--- src/rtl/band_pkg.sv ---
// Shared types and sizes for the LED strip colour path (band_update_ctrl, band_drive).
// Rotation is a build option of band_update_ctrl (macro ROTATE_EN); nothing here depends on it.
package band_pkg;

    localparam int ADDR_W  = 6;
    localparam int COLOR_W = 24;
    localparam int N_LEDS  = 2 ** ADDR_W;

    typedef logic [COLOR_W-1:0] color_t;
    typedef logic [ADDR_W-1:0]  addr_t;

    typedef enum logic [1:0] {
        IDLE  = 2'd0,
        SCAN  = 2'd1,
        WRITE = 2'd2,
        DONE  = 2'd3
    } state_t;

endpackage

--- src/rtl/band_dirty_tracker.sv ---
// Per-LED dirty bits for the shadow frame, plus a registered any-dirty flag.
// A host set always overrides a same-cycle commit clear of the same entry.
module band_dirty_tracker
    import band_pkg::*;
(
    input  logic              clk,
    input  logic              reset,
    input  logic              set_en,
    input  addr_t             set_idx,
    input  logic              clr_en,
    input  addr_t             clr_idx,
    input  logic              set_all,
    output logic [N_LEDS-1:0] dirty,
    output logic              any_dirty
);

    logic [N_LEDS-1:0] dirty_nxt;

    // Order matters: clear first, then sets, so the host wins any collision.
    always_comb begin
        dirty_nxt = dirty;
        if (clr_en) dirty_nxt[clr_idx] = 1'b0;
        if (set_all) dirty_nxt = '1;
        if (set_en) dirty_nxt[set_idx] = 1'b1;
    end

    always_ff @(posedge clk or negedge reset) begin
        if (!reset) begin
            dirty     <= '0;
            any_dirty <= 1'b0;
        end else begin
            dirty     <= dirty_nxt;
            any_dirty <= |dirty_nxt;
        end
    end

endmodule

--- src/rtl/band_update_ctrl.sv ---
// Flushes host-written shadow colours into the LED driver's write port while its window is open.
// Build option ROTATE_EN: each frame shifts driver addresses by one LED (offset), shadow untouched.
//
// state | meaning
// IDLE  | window closed, driver port quiet
// SCAN  | walking ptr round-robin looking for a dirty entry
// WRITE | drv_wen held; the next edge with drv_win high is the accept
// DONE  | every dirty entry committed in this window
module band_update_ctrl
    import band_pkg::*;
(
    input  logic               clk,
    input  logic               reset,
    input  logic               host_wr,
    input  logic [ADDR_W-1:0]  host_addr,
    input  logic [COLOR_W-1:0] host_data,
    input  logic               drv_win,
    output logic [ADDR_W-1:0]  drv_addr,
    output logic [COLOR_W-1:0] drv_data,
    output logic               drv_wen,
    input  logic               rot_en,
    output logic               pending,
    output logic               flush_done,
    output logic [7:0]         miss_cnt
);

    state_t            state;
    addr_t             ptr;
    addr_t             tgt_addr;
    color_t            shadow [N_LEDS];
    logic [N_LEDS-1:0] dirty;
    logic              commit;
    logic              set_all;
    logic              window_lost;

`ifdef ROTATE_EN
    addr_t offset;

    assign set_all  = (state == IDLE) && drv_win && rot_en;
    assign tgt_addr = ptr + offset;

    always_ff @(posedge clk or negedge reset) begin
        if (!reset) begin
            offset <= '0;
        end else if (set_all) begin
            offset <= offset + 1'b1;
        end
    end
`else
    logic unused_rot_en;

    assign unused_rot_en = rot_en;
    assign set_all       = 1'b0;
    assign tgt_addr      = ptr;
`endif

    assign commit      = (state == WRITE) && drv_win;
    assign window_lost = !drv_win && (|dirty) && ((state == SCAN) || (state == WRITE));

    band_dirty_tracker u_dirty (
        .clk       (clk),
        .reset     (reset),
        .set_en    (host_wr),
        .set_idx   (host_addr),
        .clr_en    (commit),
        .clr_idx   (ptr),
        .set_all   (set_all),
        .dirty     (dirty),
        .any_dirty (pending)
    );

    always_ff @(posedge clk or negedge reset) begin
        if (!reset) begin
            for (int i = 0; i < N_LEDS; i++) shadow[i] <= '0;
        end else if (host_wr) begin
            shadow[host_addr] <= host_data;
        end
    end

    always_ff @(posedge clk or negedge reset) begin
        if (!reset) begin
            miss_cnt <= '0;
        end else if (window_lost && (miss_cnt != 8'hFF)) begin
            miss_cnt <= miss_cnt + 8'd1;
        end
    end

    always_ff @(posedge clk or negedge reset) begin
        if (!reset) begin
            state      <= IDLE;
            ptr        <= '0;
            drv_addr   <= '0;
            drv_data   <= '0;
            drv_wen    <= 1'b0;
            flush_done <= 1'b0;
        end else begin
            flush_done <= 1'b0;
            case (state)
                IDLE: begin
                    drv_wen <= 1'b0;
                    if (drv_win) state <= SCAN;
                end
                SCAN: begin
                    if (!drv_win) begin
                        state <= IDLE;
                    end else if (dirty[ptr]) begin
                        drv_addr <= tgt_addr;
                        drv_data <= shadow[ptr];
                        drv_wen  <= 1'b1;
                        state    <= WRITE;
                    end else begin
                        ptr <= ptr + 1'b1;
                        // Only a full clean lap ending at the last index declares the frame done.
                        if ((&ptr) && !(|dirty)) begin
                            state      <= DONE;
                            flush_done <= 1'b1;
                        end
                    end
                end
                WRITE: begin
                    drv_wen <= 1'b0;
                    if (drv_win) begin
                        ptr   <= ptr + 1'b1;
                        state <= SCAN;
                    end else begin
                        state <= IDLE;
                    end
                end
                DONE: begin
                    drv_wen <= 1'b0;
                    if (!drv_win) state <= IDLE;
                    else if (|dirty) state <= SCAN;
                end
                default: state <= IDLE;
            endcase
        end
    end

endmodule

--- config.mk ---
export PLATFORM = sky130hd
export DESIGN_NAME = band_update_ctrl
export DESIGN_NICKNAME = d
export VERILOG_FILES = /design/src/rtl/band_pkg.sv /design/src/rtl/band_dirty_tracker.sv /design/src/rtl/band_update_ctrl.sv
export SDC_FILE = /design/constraint.sdc
export NUM_CORES = 2
export LEC_CHECK = 0
export ABC_AREA = 1
export ABC_CLOCK_PERIOD_IN_PS = 2500
export BUFFER_PORTS_ARGS = -buffer_cell sky130_fd_sc_hd__buf_4
export CORE_MARGIN = 1.5
export CORE_UTILIZATION = 38
export DETAILED_ROUTE_END_ITERATION = 6
export HOLD_SLACK_MARGIN = 0.1
export PLACE_DENSITY = 0.52
export SLEW_MARGIN = 20
export SYNTH_ARGS = -nofsm -noshare
export SYNTH_HDL_FRONTEND = slang
export SYNTH_SLANG_ARGS = --single-unit
--- constraint.sdc ---
create_clock -name clk -period 2.5 [get_ports clk]
set_clock_uncertainty 0.2 [all_clocks]
set_input_delay 0.375 -clock clk [delete_from_list [all_inputs] [get_ports clk]]
set_output_delay 0.375 -clock clk [all_outputs]
set_load 0.02 [all_outputs]
==> metrics.yaml <==
crit_required_ns: 3.04
final_nets: 9195
ys_warn_count: 0
design.portCount: 76
worstPathArrival_ns: 3.19
r2r_start: "ptr[1]"
grt_max_degree: 91
grt_pass1_vias: 61200
synth_top_cell_by_area: "dfrtp_1"
ys_ff_latch: 1649
fin_crit_ns: 2.66
rows: 159
wl_per_cell_um: 26.2
synth.area.top_cells: "dfrtp_1 57%, nand2_1 16%, o21ai_0 12%, clkbuf_1 2.7%, inv_1 2.6%"
insertion_delay_ns: 0.84
start_util_pct: 38.2
portBuffers: 74
cts_tree: "built"
fillers: 18100
die_w_um: 438
synth_area_um2: 71800
reg2reg_depth: 14
cts.sinks: 1649
drive_gt1_share_pct: 18.4
coreArea_um2: 188000
synth_common_cells: "3096 x nand2_1, 1712 x o21ai_0, 1649 x dfrtp_1"
drv_cap: 0
avgSynthCellArea_um2: 8.33
pwr-share-seq_pct: 36.6
combPwrFrac_pct: 32.9
via_per_inst: 5.51
p_leak_nw: 43.1
min_path_type: "in -> async"
routabilityCongestion: 0.963
post-route-period-util_pct: 106
dp_hpwl_mm: 202
synth_top_area_share_pct: 57.4
synth_most_common_cell: "nand2_1"
clkPwrFrac_pct: 30.5
drc: 28
worst_pin_slew_ns: 0.813
irDropWorstVdd_uv: 588
grt_pass1_wl_mm: 443
synthArstFlopShare_pct: 100
status: "finished, violations left"
overflow: 0
setup_viol: 29
drt_wl_total_mm: 309
startpoint_type: "flip-flop"
synth-edff-count: 0
p_sw_share_pct: 35.8
timing.slew.headroom_pct: 45.8
slew_viol_final: 0
rsz0062_at_grt: "true"
area_growth_pct: 27.1
place_inst: 11300
ys_seq_area_share_pct: 57.4
synth_cell_type_count: 38
grt_usage_pct: 31.7
clkTransAtPathRegs_ns: 0.06
failed_checks: "design-rule violations, negative setup slack"
postRouteAntennaNets: 0
critPathKind: "reg -> reg"
syn_nets: 8665
first_iter_violations: 8666
die_area_um2: 192000
antenna_found_initial: 19
drtPass1Iterations: 7
ctsRootBufferMaster: "clkbuf_16"
p_per_area_nw_per_um2: 995
htreeDepth: 4
finalHoldViolations: 0
via_count: 65000
setup_ws_ns: -0.156
die_y_um: 438
crit_start: "ptr[1]"
fin_setup_tns_ns: -1.83
fmax_mhz: 376
cts_buffers: 185
end_kind: "flip-flop"
final_cells: 11800
cts_buffer_depth: 3
cp_max_fo: 8
synth_flop_cell: "dfrtp_1"
internal_power_mw: 58.3
r2r_slack_ns: -0.16
p_switching_mw: 32.5
r2r_end: "drv_data[17]"
syn_inst: 8623
## timing repair
item                                    in CTS  in global routing
gates cloned                                 7                 12
endpoints found under the setup margin      38                 40
buffers inserted                            57                 38
hold buffers                                39                  0
gates resized for setup                    380                302
hold endpoints to repair                  2431                  0
pin swaps                                  125                206
## through the flow
step	cell area (um^2)	worst slack (ns)	hold slack (ns)	utilization, %	total power [mW]
after global routing	91300	-0.212	0.181	48.6	94.3
after global placement	81400	-0.866	0.0915	43.3	58.6
after CTS	89700	-0.0825	0.143	47.8	88.8
after detailed placement	81400	-0.883	0.0955	43.3	58.7
after floorplan	71800	0.328	-0.121	-	44.1
final	91300	-0.156	0.161	48.6	90.9
## sequential cells by signal (all words and copies together), names as in the netlist
name and cells:
ptr 6, shadow 1536, flush_done 1, u_dirty.dirty 64
drv_data 24, drv_wen 1, u_dirty.any_dirty 1, state 2
drv_addr 6, miss_cnt 8
## per-layer routing
metal	vias up	share of wire (%)	track usage, %
met5	-	0.0032	0
met4	2	5.6	15.6
met3	556	8.6	5.30
met2	3024	44	47.6
met1	32400	42	44.5
li1	29100	-	-
## cells in the final DEF (no fill, tap or decap), types with 78 or more instances in the layout
cell type,n
buf_6,78
nand4_1,179
o21ai_1,116
dfrtp_1,1646
a22oi_1,123
buf_4,628
nand2_1,2895
nand2_2,158
buf_12,203
inv_1,478
nor2_1,146
nand3_1,120
clkbuf_16,197
o21ai_0,1607
## cell families after synthesis
kind of cell	Yosys count	share of synthesized area, %
simple gates	3676	20.3
buf+inv	1185	6.43
flops	1649	57.4
mux	16	0.225
xor+xnor	10	0.122
fa+ha+maj	7	0.122
compound gates	2080	15.4
## worst max-delay path by stage
| stage | to | slack (ns) |
|---|---|---|
| 2_1_floorplan | u_dirty.any_dirty | 0.33 |
| 3_3_place_gp | drv_data[20] | -0.87 |
| 3_5_place_dp | drv_data[20] | -0.88 |
| 4_1_cts | drv_data[17] | -0.08 |
| 5_1_grt | u_dirty.any_dirty | -0.21 |
| 6_report | drv_data[17] | -0.16 |
## area by class of cell
type	count	area (um^2)	area share (%)
multi-input combinational	5789	27700	30.3
timing repair buffer	990	11000	12.0
tap	2495	3120	3.42
clock inverter	57	633	0.693
timing repair inverter	1	8.76	0.00959
sequential	1649	41300	45.2
inverter	537	2080	2.28
clock buffer	273	5470	5.99
antenna	14	35.0	0.0384
## power by group through the flow
stage               Sequential (mW)  Combinational [mW]  Clock [mW]
detailed placement             33.5                25.2           0
finish                         33.2                29.9        27.7
global route                   33.6                31.6        29.1
global placement               33.4                25.1           0
floorplan                      33.0                11.1           0
CTS                            33.1                27.6        28.0
## critical path: stages (launching register included)
cell,delay (ns)
dfrtp_2,0.48
buf_6,0.16
nand2_8,0.07
nor2_4,0.06
buf_6,0.12
buf_16,0.15
buf_12,0.15
a22oi_2,0.21
nand4_1,0.41
nand2_1,0.24
nand2_2,0.07
nor2_2,0.08
nand2_1,0.05
nand2_1,0.05
nand2_1,0.05
(Power assumes the default switching activity.)
